==> src/rtl/game_rom_pkg.sv <==
// Shared types and iNES constants for the game ROM stream loader.
// Latency: n/a (declarations only).
// Backpressure: n/a. GAME_ROM_TRAINER_SKIP_EN adds the TRAINER state.
package game_rom_pkg;

   typedef enum logic [2:0] {
      IDLE,
      HEADER,
`ifdef GAME_ROM_TRAINER_SKIP_EN
      TRAINER,
`endif
      PRG,
      CHR,
      DONE,
      ERROR
   } loader_state_t;

   // "NES\x1A" with byte 0 in the least significant position
   localparam logic [31:0] INES_MAGIC     = 32'h1A53454E;
   localparam int          PRG_BANK_BYTES = 16384;
   localparam int          CHR_BANK_BYTES = 8192;
   localparam int          TRAINER_BYTES  = 512;
   localparam int          HEADER_BYTES   = 16;

endpackage

==> src/rtl/game_rom_stream_loader_if.sv <==
// Byte-stream input and ROM write port bundle for the game ROM loader.
// Latency: n/a (wiring only).
// Backpressure: in_valid/in_ready handshake on the byte stream; ROM writes are unthrottled strobes.
interface game_rom_stream_loader_if #(
   parameter int ADDR_W = 16
);
   logic [7:0]        in_data;
   logic              in_valid;
   logic              in_ready;
   logic [ADDR_W-1:0] rom_addr;
   logic [7:0]        rom_data;
   logic              prg_rom_write;
   logic              chr_rom_write;

   // master: byte source / ROM sink side
   modport master (
      output in_data, in_valid,
      input  in_ready, rom_addr, rom_data, prg_rom_write, chr_rom_write
   );

   // slave: the loader itself
   modport slave (
      input  in_data, in_valid,
      output in_ready, rom_addr, rom_data, prg_rom_write, chr_rom_write
   );
endinterface

==> src/rtl/ines_header_decode.sv <==
// Field extraction and legality check of a latched 16-byte iNES header.
// Latency: combinational.
// Backpressure: none. Without GAME_ROM_TRAINER_SKIP_EN a trainer flag makes the header illegal.
module ines_header_decode
   import game_rom_pkg::*;
#(
   parameter int PRG_ADDR_W = 15,
   parameter int CHR_ADDR_W = 13
) (
   input  logic [15:0][7:0] hdr,
   output logic             mirror,
   output logic             chr_ram,
   output logic [7:0]       mapper,
   output logic [7:0]       prg_banks,
   output logic [7:0]       chr_banks,
   output logic             legal
);

   logic magic_ok;
   logic prg_ok;
   logic chr_ok;
   logic trainer_ok;
   logic unused_hdr_bits;

   // Bytes 8..15 and the remaining flag bits carry nothing this loader uses.
   assign unused_hdr_bits = ^{hdr[15:8], hdr[7][3:0], hdr[6][3:1]};

   // Decode fields and check that the image fits the configured ROM capacity.
   always_comb begin
      mirror    = hdr[6][0];
      chr_ram   = (hdr[5] == 8'd0);
      mapper    = {hdr[7][7:4], hdr[6][7:4]};
      prg_banks = hdr[4];
      chr_banks = hdr[5];
      magic_ok  = ({hdr[3], hdr[2], hdr[1], hdr[0]} == INES_MAGIC);
      prg_ok    = (hdr[4] != 8'd0) && ({24'd0, hdr[4]} <= (32'd1 << (PRG_ADDR_W - 14)));
      chr_ok    = ({24'd0, hdr[5]} <= (32'd1 << (CHR_ADDR_W - 13)));
`ifdef GAME_ROM_TRAINER_SKIP_EN
      trainer_ok = 1'b1;
`else
      trainer_ok = !hdr[6][2];
`endif
      legal = magic_ok && prg_ok && chr_ok && trainer_ok;
   end

endmodule

==> src/rtl/game_rom_stream_loader.sv <==
// Streams an iNES image into PRG/CHR ROM write ports, exporting header fields and status.
// Latency: write strobe 1 cycle after each PRG/CHR handshake; 1 byte/cycle sustained.
// Backpressure: in_ready low outside a load and in the header check cycle; in_valid gaps stall. Option: GAME_ROM_TRAINER_SKIP_EN.
module game_rom_stream_loader
   import game_rom_pkg::*;
#(
   parameter int PRG_ADDR_W = 15,
   parameter int CHR_ADDR_W = 13,
   parameter int ADDR_W     = 16
) (
   input  logic                      clk,
   input  logic                      reset,
   input  logic                      start,
   game_rom_stream_loader_if.slave   bus,
   output logic                      mirror,
   output logic                      chr_ram,
   output logic [7:0]                mapper,
   output logic [7:0]                prg_banks,
   output logic [7:0]                chr_banks,
   output logic                      busy,
   output logic                      done,
   output logic                      error
);

   loader_state_t    state_q, state_d;
   logic [21:0]      cnt_q;
   logic [15:0][7:0] hdr_q;
   logic             hdr_valid;   // all 16 header bytes latched
   logic             active;
   logic             xfer;
   logic             phase_last;
   logic             start_ok;
   logic             dec_mirror, dec_chr_ram, dec_legal;
   logic [7:0]       dec_mapper, dec_prg_banks, dec_chr_banks;

   ines_header_decode #(
      .PRG_ADDR_W (PRG_ADDR_W),
      .CHR_ADDR_W (CHR_ADDR_W)
   ) u_decode (
      .hdr       (hdr_q),
      .mirror    (dec_mirror),
      .chr_ram   (dec_chr_ram),
      .mapper    (dec_mapper),
      .prg_banks (dec_prg_banks),
      .chr_banks (dec_chr_banks),
      .legal     (dec_legal)
   );

   // Handshake, status and end-of-phase detection derived from the current state.
   always_comb begin
      active = (state_q == HEADER) || (state_q == PRG) || (state_q == CHR);
`ifdef GAME_ROM_TRAINER_SKIP_EN
      active = active || (state_q == TRAINER);
`endif
      bus.in_ready = active && !((state_q == HEADER) && hdr_valid);
      busy         = active;
      done         = (state_q == DONE);
      error        = (state_q == ERROR);
      xfer         = bus.in_valid && bus.in_ready;
      start_ok     = start && ((state_q == IDLE) || (state_q == DONE) || (state_q == ERROR));
      case (state_q)
         HEADER:  phase_last = (cnt_q == 22'(HEADER_BYTES - 1));
`ifdef GAME_ROM_TRAINER_SKIP_EN
         TRAINER: phase_last = (cnt_q == 22'(TRAINER_BYTES - 1));
`endif
         PRG:     phase_last = (cnt_q == ({dec_prg_banks, 14'd0} - 22'd1));
         CHR:     phase_last = (cnt_q == ({1'b0, dec_chr_banks, 13'd0} - 22'd1));
         default: phase_last = 1'b0;
      endcase
      // header fields read as zero until the check cycle
      mirror    = hdr_valid && dec_mirror;
      chr_ram   = hdr_valid && dec_chr_ram;
      mapper    = hdr_valid ? dec_mapper    : 8'd0;
      prg_banks = hdr_valid ? dec_prg_banks : 8'd0;
      chr_banks = hdr_valid ? dec_chr_banks : 8'd0;
   end

   // State register.
   always_ff @(posedge clk or posedge reset) begin
      if (reset) state_q <= IDLE;
      else       state_q <= state_d;
   end

   // Next-state logic; the header check occupies the cycle after byte 15.
   always_comb begin
      state_d = state_q;
      case (state_q)
         IDLE, DONE, ERROR: if (start) state_d = HEADER;
         HEADER: begin
            if (hdr_valid) begin
               if (!dec_legal)    state_d = ERROR;
`ifdef GAME_ROM_TRAINER_SKIP_EN
               else if (hdr_q[6][2]) state_d = TRAINER;
`endif
               else               state_d = PRG;
            end
         end
`ifdef GAME_ROM_TRAINER_SKIP_EN
         TRAINER: if (xfer && phase_last) state_d = PRG;
`endif
         PRG: if (xfer && phase_last) state_d = (dec_chr_banks == 8'd0) ? DONE : CHR;
         CHR: if (xfer && phase_last) state_d = DONE;
         default: state_d = IDLE;
      endcase
   end

   // Byte counter, header capture and registered ROM write port.
   always_ff @(posedge clk or posedge reset) begin
      if (reset) begin
         cnt_q             <= '0;
         hdr_q             <= '0;
         hdr_valid         <= 1'b0;
         bus.prg_rom_write <= 1'b0;
         bus.chr_rom_write <= 1'b0;
         bus.rom_addr      <= '0;
         bus.rom_data      <= '0;
      end else begin
         bus.prg_rom_write <= 1'b0;
         bus.chr_rom_write <= 1'b0;
         if (start_ok) begin
            cnt_q     <= '0;
            hdr_q     <= '0;
            hdr_valid <= 1'b0;
         end else if (xfer) begin
            cnt_q <= phase_last ? '0 : cnt_q + 22'd1;
            if (state_q == HEADER) begin
               hdr_q[cnt_q[3:0]] <= bus.in_data;
               if (phase_last) hdr_valid <= 1'b1;
            end
            if ((state_q == PRG) || (state_q == CHR)) begin
               bus.prg_rom_write <= (state_q == PRG);
               bus.chr_rom_write <= (state_q == CHR);
               bus.rom_addr      <= cnt_q[ADDR_W-1:0];
               bus.rom_data      <= bus.in_data;
            end
         end
      end
   end

endmodule
==> src/flat_wrapper.sv <==
// flat-port wrapper written by rule: the top's interface ports become plain ports
module game_rom_stream_loader_flat import game_rom_pkg::*;
#(
   parameter int PRG_ADDR_W = 15,
   parameter int CHR_ADDR_W = 13,
   parameter int ADDR_W     = 16
)
  (clk, reset, start, mirror, chr_ram, mapper, prg_banks, chr_banks, busy, done, error, bus_in_data, bus_in_valid, bus_in_ready, bus_rom_addr, bus_rom_data, bus_prg_rom_write, bus_chr_rom_write);
  game_rom_stream_loader_if #(.ADDR_W(ADDR_W)) bus_i ();
  input  logic clk;
  input  logic reset;
  input  logic start;
  output logic mirror;
  output logic chr_ram;
  output logic [7:0] mapper;
  output logic [7:0] prg_banks;
  output logic [7:0] chr_banks;
  output logic busy;
  output logic done;
  output logic error;
  input wire logic [$bits(bus_i.in_data)-1:0] bus_in_data;
  input wire logic [$bits(bus_i.in_valid)-1:0] bus_in_valid;
  output wire logic [$bits(bus_i.in_ready)-1:0] bus_in_ready;
  output wire logic [$bits(bus_i.rom_addr)-1:0] bus_rom_addr;
  output wire logic [$bits(bus_i.rom_data)-1:0] bus_rom_data;
  output wire logic [$bits(bus_i.prg_rom_write)-1:0] bus_prg_rom_write;
  output wire logic [$bits(bus_i.chr_rom_write)-1:0] bus_chr_rom_write;
  assign bus_i.in_data = bus_in_data;
  assign bus_i.in_valid = bus_in_valid;
  assign bus_in_ready = bus_i.in_ready;
  assign bus_rom_addr = bus_i.rom_addr;
  assign bus_rom_data = bus_i.rom_data;
  assign bus_prg_rom_write = bus_i.prg_rom_write;
  assign bus_chr_rom_write = bus_i.chr_rom_write;
  game_rom_stream_loader #(.PRG_ADDR_W(PRG_ADDR_W), .CHR_ADDR_W(CHR_ADDR_W), .ADDR_W(ADDR_W)) u_core (.clk(clk), .reset(reset), .start(start), .bus(bus_i), .mirror(mirror), .chr_ram(chr_ram), .mapper(mapper), .prg_banks(prg_banks), .chr_banks(chr_banks), .busy(busy), .done(done), .error(error));
endmodule
==> config.mk <==
export PLATFORM = sky130hd
export DESIGN_NAME = game_rom_stream_loader_flat
export DESIGN_NICKNAME = d
export VERILOG_FILES = /design/src/rtl/game_rom_pkg.sv /design/src/rtl/game_rom_stream_loader_if.sv /design/src/rtl/ines_header_decode.sv /design/src/rtl/game_rom_stream_loader.sv /design/src/flat_wrapper.sv
export SDC_FILE = /design/constraint.sdc
export NUM_CORES = 1
export LEC_CHECK = 0
export CORE_MARGIN = 2
export CORE_UTILIZATION = 45
export CTS_BUF_LIST = sky130_fd_sc_hd__clkbuf_16
export CTS_CLUSTER_DIAMETER = 200
export DETAILED_ROUTE_END_ITERATION = 16
export GPL_ROUTABILITY_DRIVEN = 0
export PLACE_DENSITY = 0.72
export SLEW_MARGIN = 20
export SYNTH_ARGS = -nofsm -noshare
export SYNTH_HDL_FRONTEND = slang
export SYNTH_HIERARCHICAL = 1
export SYNTH_SLANG_ARGS = --single-unit
==> constraint.sdc <==
create_clock -name clk -period 6.82 [get_ports clk]
set_input_delay 0.682 -clock clk [delete_from_list [all_inputs] [get_ports clk]]
set_output_delay 0.682 -clock clk [all_outputs]
set_load 0.01 [all_outputs]
==> flow_summary.ini <==
[cts]
clock_path_buffers = 2
clkTransAtPathRegs_ps = 70
htreeDepth = 3
cts_resized = 0
clock_latency_ps = 350
cts_buffers = 9
post_cts_buffers = 0
numClockSinks = 110
cts_hold_buffers = 0
clockRootBuffer = clkbuf_16
cts_tree = yes

[route]
vias = 4820
wl_per_cell_um = 17.0
vias_per_cell = 5.68
ant_nets = 0
drtIter0Drc = 454
route.detailed.drc = 0
wirelength_um = 14400
first_pass_iters = 7

[floorplan]
dieArea_sq_um = 14500
die_h_um = 120
core_sq_um = 13200
start_util_pct = 46.0
chipWidth_um = 120
pin_count = 68
rows = 42

[timing]
finalCriticalPeriod_ps = 3500
finalClockSkew_ps = 10.6
setup_viol = 0
post-route-period-util_pct = 51.3
slew_violations = 0
tightest_slew_ps = 829
max_freq_ghz = 0.286
setup-tns-final_ps = 0
rsz0062_at_grt = false
slew_headroom_pct = 44.7
hold_viol = 0

[power]
leakagePower_nw = 2.96
p_int_mw = 1.09
p_clk_share_pct = 38.0
power_density_nw_per_um2 = 221
ir_worst_vdd_mv = 0.104
seqPwrFrac_pct = 47.6
combPwrFrac_pct = 14.4
power.switching_mw = 0.423
p_sw_share_pct = 27.9

[placement]
io_buffers = 67
place_hpwl_um = 9910
placed_cells = 834

[global_route]
grt_first_pass_wirelength_um = 23800
antenna_found_initial = 0
track_usage_pct = 20.6
grt_overflow_total = 0
grt_max_degree = 62
grt_pass1_vias = 4696

[setup_path]
end_kind = register
path_cells = nand2b_1 -> a21oi_1 -> nand2_1 -> nor4b_1 -> and2_1 -> nand2_1 -> nand2_1 -> a21oi_1
crit_end = u_core/hdr_q[12]
critical_path_buf_inv_count = 0
r2r_end = u_core/hdr_q[12]
r2r_setup_slack_ps = 3320
rr_worst_depth = 8
path_delay_family = simple AND/OR/NAND/NOR gates
cp_num_cells = 8
crit_fanout = 31
cp-startpoint = u_core/state_q[0]
crit_top_cell = nand2_1
required_ps = 7020
path_class = reg2reg
slowest_delay_ps = 880
crit_slowest_cell = dfrtp_1
arrival_ps = 3700
critPathLaunchType = register
rr_startpoint = u_core/state_q[0]

[logic_synthesis]
postSynthNetCount = 702
yosysWarnings = 6
syn_avg_cell_area_sq_um = 8.91
synthCells = 683
synth_area_sq_um = 6090

[run]
cap_violations = 0

[final_layout]
instances_no_fill = 849
antenna_cells = 0
final_layout_size_suffix_gt1_share_pct = 7.58
fin_nets = 688
num-fill-cells = 1179
syn2layout_area_growth_pct = 12.5

[hold_path]
worst_hold_path_type = reg2reg

[run_status]
status = finished, final reports clean
-- how the worst min path moves through the flow --
stage	startpoint	end	slack [ps]	depth (start not counted)
floorplan	u_core/hdr_q[16]	u_core/hdr_q[16]	500	2
global placement	u_core/bus.rom_addr[1]	u_core/bus.rom_addr[1]	480	2
detailed placement	u_core/bus.rom_addr[0]	u_core/bus.rom_addr[0]	490	2
CTS	u_core/bus.rom_addr[0]	u_core/bus.rom_addr[0]	500	2
global route	u_core/bus.rom_data[1]	u_core/bus.rom_data[1]	520	1
finish	u_core/bus.rom_addr[0]	u_core/bus.rom_addr[0]	500	2
-- area by class of cell --
cell class / instances / area [sq um] / share of cell area [%]
inverter: 13 / 51.3 / 0.749
clock inverter: 6 / 105 / 1.53
sequential: 110 / 2750 / 40.2
clock buffer: 9 / 225 / 3.29
multi-input combinational: 465 / 2800 / 40.9
tap: 176 / 220 / 3.22
timing repair buffer: 70 / 693 / 10.1
-- through the flow --
stage	hold WS, ps	power [mW]	utilization [%]	area (sq um)	setup slack (ps)
after detailed placement	488	0.949	49.2	6510	3400
after floorplan	495	0.865	-	6090	3240
after global routing	520	1.59	51.7	6850	2920
after CTS	505	1.53	51.7	6840	3380
after global placement	475	0.942	49.2	6510	3490
final	499	1.52	51.7	6850	3320
-- flip-flops by register name (all words and copies together) (netlist names) --
register                  cells
u_core/bus.rom_addr          16
u_core/bus.rom_data           8
u_core/hdr_q                 58
u_core/hdr_valid              1
u_core/bus.prg_rom_write      1
u_core/state_q                3
u_core/bus.chr_rom_write      1
u_core/cnt_q                 22
-- layer usage --
metal	part of all wire, %	vias to the layer above	global-route usage [%]	routed length, um
li1	-	2259	-	-
met1	42	2371	26.8	6070
met2	51	170	35.7	7340
met3	5.4	20	3.73	772
met4	1.5	0	5.01	223
met5	0	-	0	0
-- worst reg2reg max path, cell delays in order (launching register included) --
cell	delay, ps
dfrtp_1	880
nand2b_1	110
a21oi_1	300
nand2_1	160
nor4b_1	660
and2_1	640
nand2_1	340
nand2_1	180
a21oi_1	80
-- power groups by stage --
stage | logic, mW | registers (mW) | clock network, mW
CTS | 0.216 | 0.721 | 0.589
finish | 0.218 | 0.721 | 0.576
detailed placement | 0.216 | 0.733 | 0
global route | 0.240 | 0.728 | 0.619
global placement | 0.212 | 0.731 | 0
floorplan | 0.138 | 0.727 | 0
-- placed cells by master, fill, tap and decap left out, types with 12 or more instances in the layout --
cell,instances
inv_1,12
nand2_1,85
o21ai_0,12
nand3_1,72
clkdlybuf4s50_1,67
xnor2_1,15
a21oi_1,65
and2_1,36
nor2_1,33
mux2_2,23
dfrtp_1,110
xor2_1,19
No activity file was read; power rests on OpenSTA's default activity.
